`config.mk`:
```
export PLATFORM = sky130hd
export DESIGN_NAME = mux_scan_ctrl
export DESIGN_NICKNAME = d
export VERILOG_FILES = /design/src/rtl/mux_scan_pkg.sv /design/src/rtl/dwell_timer.sv /design/src/rtl/mux_scan_ctrl.sv
export SDC_FILE = /design/constraint.sdc
export NUM_CORES = 1
export LEC_CHECK = 0
export CAP_MARGIN = 10
export CELL_PAD_IN_SITES_DETAIL_PLACEMENT = 0
export CELL_PAD_IN_SITES_GLOBAL_PLACEMENT = 1
export CORE_AREA = 3 3 67 69
export CTS_BUF_LIST = sky130_fd_sc_hd__clkbuf_8
export DETAILED_ROUTE_END_ITERATION = 8
export DIE_AREA = 0 0 70 72
export GPL_ROUTABILITY_DRIVEN = 0
export MAX_ROUTING_LAYER = met4
export PLACE_DENSITY = 0.78
export SYNTH_ARGS = -nofsm -noshare
export SYNTH_HDL_FRONTEND = slang
export SYNTH_SLANG_ARGS = --single-unit
```
`constraint.sdc`:
```
create_clock -name CLOCK_50 -period 2 [get_ports CLOCK_50]
set_input_delay 0.5 -clock CLOCK_50 [delete_from_list [all_inputs] [get_ports CLOCK_50]]
set_output_delay 0.5 -clock CLOCK_50 [all_outputs]
set_load 0.03 [all_outputs]
```
`src/rtl/mux_scan_pkg.sv`:
```
// Shared constants and types for the 8:1 selector scan sequencer.
// The sequencer steps sel through every channel, so N_CH must stay 2**SEL_W.
package mux_scan_pkg;

  localparam int unsigned N_CH  = 8;
  localparam int unsigned SEL_W = 3;

  typedef enum logic [0:0] {
    IDLE,
    SCAN
  } scan_state_t;

  function automatic logic is_last_ch(input logic [SEL_W-1:0] s);
    return s == SEL_W'(N_CH - 1);
  endfunction

endpackage

```
`src/rtl/dwell_timer.sv`:
```
// Dwell counter: counts cycles a channel has been selected and flags the final one.
// The count only moves while en is high, so a hold freezes it without losing progress.
module dwell_timer #(
  parameter int unsigned DWELL = 4,
  parameter int unsigned CW    = 16
) (
  input  logic clk,
  input  logic rst,
  input  logic en,
  input  logic clr,
  output logic last
);

  localparam logic [CW-1:0] LastCnt = CW'(DWELL - 1);

  logic [CW-1:0] cnt_q;
  logic [CW-1:0] cnt_d;

  assign last = en && (cnt_q == LastCnt);

  always_comb begin
    cnt_d = cnt_q;
    if (clr) begin
      cnt_d = '0;
    end else if (en) begin
      cnt_d = last ? '0 : cnt_q + CW'(1);
    end
  end

  always_ff @(posedge clk or posedge rst) begin
    if (rst) begin
      cnt_q <= '0;
    end else begin
      cnt_q <= cnt_d;
    end
  end

endmodule

```
`src/rtl/mux_scan_ctrl.sv`:
```
// Sweeps the 8:1 selector through all channels, samples y at the end of each dwell
// and publishes the assembled byte atomically once per sweep.
module mux_scan_ctrl
  import mux_scan_pkg::*;
#(
  parameter int unsigned DWELL = 4,
  parameter int unsigned CW    = 16
) (
  input  logic             CLOCK_50,
  input  logic             RST,
  input  logic             start,
  input  logic             mode,
  input  logic             hold,
  input  logic             y,
  output logic [SEL_W-1:0] sel,
  output logic [N_CH-1:0]  sample,
  output logic             valid,
  output logic             busy
);

  scan_state_t      state_q, state_d;
  logic [SEL_W-1:0] sel_q, sel_d;
  logic [N_CH-1:0]  work_q, work_d;
  logic [N_CH-1:0]  sample_q, sample_d;
  logic             valid_q, valid_d;
  logic             mode_q, mode_d;

  logic timer_en;
  logic timer_clr;
  logic last;

  assign timer_en  = (state_q == SCAN) && !hold;
  assign timer_clr = (state_q == IDLE);

  dwell_timer #(
    .DWELL(DWELL),
    .CW   (CW)
  ) u_dwell_timer (
    .clk (CLOCK_50),
    .rst (RST),
    .en  (timer_en),
    .clr (timer_clr),
    .last(last)
  );

  always_comb begin
    state_d  = state_q;
    sel_d    = sel_q;
    work_d   = work_q;
    sample_d = sample_q;
    mode_d   = mode_q;
    valid_d  = 1'b0;
    unique case (state_q)
      IDLE: begin
        sel_d = '0;
        if (start) begin
          state_d = SCAN;
          mode_d  = mode;
        end
      end
      SCAN: begin
        if (last) begin
          work_d[sel_q] = y;
          if (is_last_ch(sel_q)) begin
            // Bit 7 comes straight from y so the byte is complete on this edge.
            sample_d = {y, work_q[N_CH-2:0]};
            valid_d  = 1'b1;
            sel_d    = '0;
            mode_d   = mode;
            state_d  = (mode_q && mode) ? SCAN : IDLE;
          end else begin
            sel_d = sel_q + SEL_W'(1);
          end
        end
      end
    endcase
  end

  always_ff @(posedge CLOCK_50 or posedge RST) begin
    if (RST) begin
      state_q  <= IDLE;
      sel_q    <= '0;
      work_q   <= '0;
      sample_q <= '0;
      valid_q  <= 1'b0;
      mode_q   <= 1'b0;
    end else begin
      state_q  <= state_d;
      sel_q    <= sel_d;
      work_q   <= work_d;
      sample_q <= sample_d;
      valid_q  <= valid_d;
      mode_q   <= mode_d;
    end
  end

  assign sel    = sel_q;
  assign sample = sample_q;
  assign valid  = valid_q;
  assign busy   = (state_q == SCAN);

endmodule

```
# Word-level counts from Yosys, hierarchy flattened
# Index checks and enable logic that the tools add are counted.
[word_totals]
register_bits = 38
out_inout_bits = 13
input_bits = 6
[op_classes]
order_cmp = 2
n_bitwise = 1
n_mux = 21
eq_ne = 6
reduce_logical = 8
addsub = 2
[ops]
columns = ["operator", "count"]
rows = [
  ["$mux W16", 3],
  ["$add A16 B1 Y16 const B", 1],
  ["$eq A16 B2 Y1 const B", 1],
  ["$mux W1", 11],
  ["$bwmux W8", 1],
  ["$mux W3", 2],
  ["$ne A2 B1 Y1 const B", 3],
  ["$pmux W3 S2", 1],
  ["$reduce_and A3 Y1", 2],
  ["$logic_and A1 B1 Y1", 4],
  ["$lt A3 B4 Y1 const B", 1],
  ["$pmux W1 S2", 2],
  ["$add A3 B1 Y3 const B", 1],
  ["$demux W1 S3", 1],
  ["$eq A3 B3 Y1 const B", 1],
  ["$ge A3 B1 Y1 const B", 1],
  ["$ne A2 B2 Y1 const B", 1],
  ["$reduce_and A2 Y1", 1],
  ["$logic_not A1 Y1", 1],
  ["$not A1 Y1", 1],
]

# Depth between registers and ports, before layout
[depth]
ltp_word = 6
ltp_mapped = 6

# By module
# Synthesis repeated with hierarchy kept, for this count alone.
[unflattened]
cells_unflattened = 170
area_unflattened_um2 = 1875.5
[by_module_without_submodules]
columns = ["module", "cells_each", "instances", "area_per_inst_um2", "seq_area_each_um2"]
rows = [
  ["mux_scan_ctrl", 69, 1, 939.7, 525.5],
  ["dwell_timer", 101, 1, 935.9, 400.4],
]

# Worst setup path after synthesis
# No wires, ideal clock.
[synth_path]
path_type = "register -> register"
from = "register state_q (netlist: busy)"
to = "register u_dwell_timer.cnt_q[15]"
t_arrival_ps = 1766
path_buffers = 0
setup_ps = 79
slack_ps = 155
stages_incl_launch_ff = 5
cell_sequence = "dfrtp_1 > a21bo_4 > or3_4 > or4_1 > a21oi_1"
[synth_between]
elab_chain_cells = 5
word_cells_on_any_way = 6
cone_classes = "eq/ne: 1; mux: 3; reduce/logical: 2"
[synth_lines]
columns = ["item", "line_no", "rtl"]
rows = [
  ["start, declared", "mux_scan_ctrl.sv:21", "scan_state_t state_q, state_d;"],
  ["start signal, assigned", "mux_scan_ctrl.sv:88", "state_q <= state_d;"],
  ["$logic_and A1 B1 Y1", "mux_scan_ctrl.sv:32", "assign timer_en = (state_q == SCAN) && !hold;"],
  ["$logic_and A1 B1 Y1", "dwell_timer.sv:19", "assign last = en && (cnt_q == LastCnt);"],
  ["$mux W16", "dwell_timer.sv:26", "cnt_d = last ? '0 : cnt_q + CW'(1);"],
  ["$mux W16", "dwell_timer.sv:25", "end else if (en) begin"],
  ["$mux W16", "dwell_timer.sv:23", "if (clr) begin"],
  ["end signal, assigned", "dwell_timer.sv:34", "cnt_q <= cnt_d;"],
  ["end, declared", "dwell_timer.sv:16", "logic [CW-1:0] cnt_q;"],
]
# Several ways; a longest one is shown, not always the timed one. The select of a mux whose other input is x is not followed.
# A chain may end at the register's enable or synchronous reset.

# Worst setup path in the final report
[layout_path]
from = "register u_dwell_timer.cnt_q[10]"
to = "register work_q[2]"
[layout_between]
elab_chain_cells = 3
[layout_lines]
columns = ["item", "line_no", "rtl"]
rows = [
  ["$eq A16 B2 Y1", "dwell_timer.sv:19", ""],
  ["$logic_and A1 B1 Y1", "dwell_timer.sv:19", ""],
  ["$reduce_and A2 Y1 (no source line)", "--", ""],
  ["end signal, assigned", "mux_scan_ctrl.sv:90", "work_q <= work_d;"],
  ["end, declared", "mux_scan_ctrl.sv:23", "logic [N_CH-1:0] work_q, work_d;"],
]
# No other way between the ends.

==> impl_metrics.env <==
export IMPL_ir_worst_vdd_mv=0.610
export IMPL_clk_pin_slew_ps=70
export IMPL_grt_pass1_wl_mm=7.07
export IMPL_async_reset_ff_frac=1.00
export IMPL_netlist_area_um2=1800
export IMPL_fin_crit_sh=0.935
export IMPL_worst_pin_slew_ps=480
export IMPL_syn_inst=165
export IMPL_holdPathStages=1
export IMPL_cp_num_cells=4
export IMPL_crit_fanout=9
export IMPL_ys_seq_area_frac=0.513
export IMPL_cap_violations=0
export IMPL_vias_per_cell=5.51
export IMPL_startpoint="u_dwell_timer.cnt_q[10]"
export IMPL_ctsHtreeMaxLevel=2
export IMPL_synth_nets=174
export IMPL_die_w_um=70
export IMPL_fmax_mhz=535
export IMPL_wl_per_cell_um=15.8
export IMPL_ios=19
export IMPL_grt_ovfl_total=0
export IMPL_totalWireLength_mm=4.03
export IMPL_cts_sinks=37
export IMPL_grt_max_degree=38
export IMPL_synth_top_area_share=0.513
export IMPL_design_die_area_um2=5040
export IMPL_cts_buffer_depth=2
export IMPL_grt_pass1_vias=1487
export IMPL_rows=23
export IMPL_hold_buffers=0
export IMPL_crit_buf_inv=0
export IMPL_synth_commonest_cells="37 x dfrtp_1, 16 x mux2_2, 16 x nor2_1"
export IMPL_synthFlopType="dfrtp_1"
export IMPL_ys_warn_count=0
export IMPL_arrival_ps=2040
export IMPL_dp_hpwl_mm=2.83
export IMPL_slowest_stage="dfrtp_1"
export IMPL_cts_buffers=5
export IMPL_io_buffers=18
export IMPL_firstDrtPassIters=4
export IMPL_start_util=0.454
export IMPL_synth_most_common_cell="dfrtp_1"
export IMPL_fin_util=0.577
export IMPL_die_h_um=72
export IMPL_drt_iter0_markers=58
export IMPL_drc_errors=0
export IMPL_finalHoldViolations=0
export IMPL_min_from="sample[3]"
export IMPL_synth_seq_cells=37
export IMPL_ant_nets=0
export IMPL_leakage_uw=0.00103
export IMPL_fin_total_pwr_uw=2240
export IMPL_synth_edf_count=0
export IMPL_postCtsSetupRepairBufs=0
export IMPL_num_vias=1404
export IMPL_fin_nets=213
export IMPL_path_cells="nor4_4 -> nand4_4 -> nor4_2 -> mux2_2"
export IMPL_rr_startpoint="u_dwell_timer.cnt_q[10]"
export IMPL_path_class="register to register"
export IMPL_outcome="complete, no violations"
export IMPL_root_buffer="clkbuf_8"
export IMPL_slew_headroom=0.680
export IMPL_critPathTopFamily="simple AND/OR/NAND/NOR gates"
export IMPL_drive_gt1_frac=0.249
export IMPL_clk_latency_ps=280
export IMPL_coreArea_um2=3970
export IMPL_finClkSkew_ps=4.47
export IMPL_area_delta_synth_final_pct=27.0
export IMPL_critPathMaxStageDelay_ps=440
export IMPL_end_kind="register"
export IMPL_track_usage=0.181
export IMPL_synthTopCellsByArea="dfrtp_1 51%, mux2_2 10%, nor2_1 3.3%"
export IMPL_antenna_found_initial=0
export IMPL_startpoint_type="register"
export IMPL_powerDensity_nw_per_um2=976
export IMPL_fin_crit_ps=1870
export IMPL_required_ps=2170
export IMPL_synth_top_area_cell="dfrtp_1"
export IMPL_antennaDiodeCount=0
export IMPL_cts_tree="built"
export IMPL_ys_types=39
export IMPL_avgSynthCellArea_um2=10.9
export IMPL_setup_viol=0
export IMPL_slew_violations=0
export IMPL_r2r_cells=4
export IMPL_rsz0062_at_grt="false"
export IMPL_hold_path_class="register to register"
==> cell families (layout without fill, tap and decap cells) <==
kind of cell | Yosys count | count (layout) | share of synthesized area
DFF | 37 | 37 | 0.513
muxes | 16 | 16 | 0.0999
xor gates and xnor gates | 11 | 11 | 0.0534
AOI/OAI and AO/OA | 18 | 18 | 0.0707
adders and majority gates | 3 | 3 | 0.0208
buffers and inverters | 9 | 49 | 0.0201
and+or+nand+nor | 71 | 71 | 0.222
==> worst reg2reg max path, stage by stage, from the launching register on <==
cell	delay [ps]
dfrtp_1	440
nor4_4	380
nand4_4	230
nor4_2	330
mux2_2	370
==> placed cells by master, fill, tap and decap left out, types with 2 or more instances in the layout <==
cell type | Yosys | layout
dfrtp_1 | 37 | 36
buf_4 | 0 | 18
nor2_1 | 16 | 16
mux2_2 | 16 | 16
clkdlybuf4s50_1 | 0 | 15
nand2_1 | 10 | 9
nand4_1 | 8 | 8
inv_1 | 5 | 8
nand3_1 | 7 | 7
xnor2_1 | 6 | 6
nor4_1 | 7 | 5
xor2_1 | 5 | 5
clkbuf_8 | 0 | 5
nor3_1 | 4 | 4
a21oi_1 | 4 | 4
o21ai_0 | 4 | 4
o31ai_1 | 3 | 3
and4_1 | 3 | 3
ha_1 | 3 | 3
dlygate4sd2_1 | 0 | 3
nor4_4 | 0 | 2
and3_1 | 2 | 2
or4_1 | 2 | 2
or3_1 | 2 | 2
==> registers in the layout, summed over array words and instances, names as in the netlist <==
| register | cells |
|---|---|
| busy | 1 |
| mode_q | 1 |
| valid | 1 |
| u_dwell_timer.cnt_q | 16 |
| work_q | 7 |
| sel | 3 |
| sample | 8 |
==> where the power goes <==
group,internal [uW],total (uW),switching (uW)
registers,886,1020,135
logic,321,746,424
clock network,232,471,239
total,1440,2240,798
==> timing repair <==
action                     in CTS  in global routing
pin swaps                       0                  0
setup endpoints to repair       7                 10
resized for setup               7                  5
==> area by class of cell <==
| cell class | count | area (um^2) |
|---|---|---|
| Sequential cell | 37 | 927 |
| Clock buffer | 5 | 68.8 |
| Multi-Input combinational cell | 119 | 892 |
| Timing Repair Buffer | 36 | 312 |
| Inverter | 5 | 18.8 |
| Fill cell | 353 | 1680 |
| Clock inverter | 3 | 11.3 |
| Tap cell | 50 | 62.6 |
==> worst paths after layout <==
| kind | slack, ps | end |
|---|---|---|
| worst max-delay path | 130 | work_q[2] |
| worst min-delay path | 510 | sample[3] |
| worst max register to register | 130 | work_q[2] |
| worst min register to register | 510 | sample[3] |
| max in group asynchronous | 1010 | u_dwell_timer.cnt_q[0] |
| min in group asynchronous | 630 | work_q[3] |
==> layer usage <==
layer	vias up	routed length (um)	track usage	part of all wire
met5	-	0	-	0
met1	679	1880	0.234	0.47
met4	0	80	0.0617	0.020
met3	9	134	0.0443	0.033
li1	685	-	-	-
met2	31	1940	0.281	0.48
==> per-stage QoR <==
step | setup WS, ps | std cells | hold slack [ps] | setup TNS (ps) | instance area, um^2
global route | 25.2 | 255 | 530 | 0 | 2290
finish | 130 | 255 | 506 | 0 | 2290
CTS | 65.4 | 255 | 507 | 0 | 2270
global placement | -272 | 247 | 485 | -4990 | 2160
floorplan | 155 | 165 | 475 | 0 | 1800
detailed placement | -423 | 247 | 492 | -7170 | 2160
No activity file was read; power rests on OpenSTA's default activity.
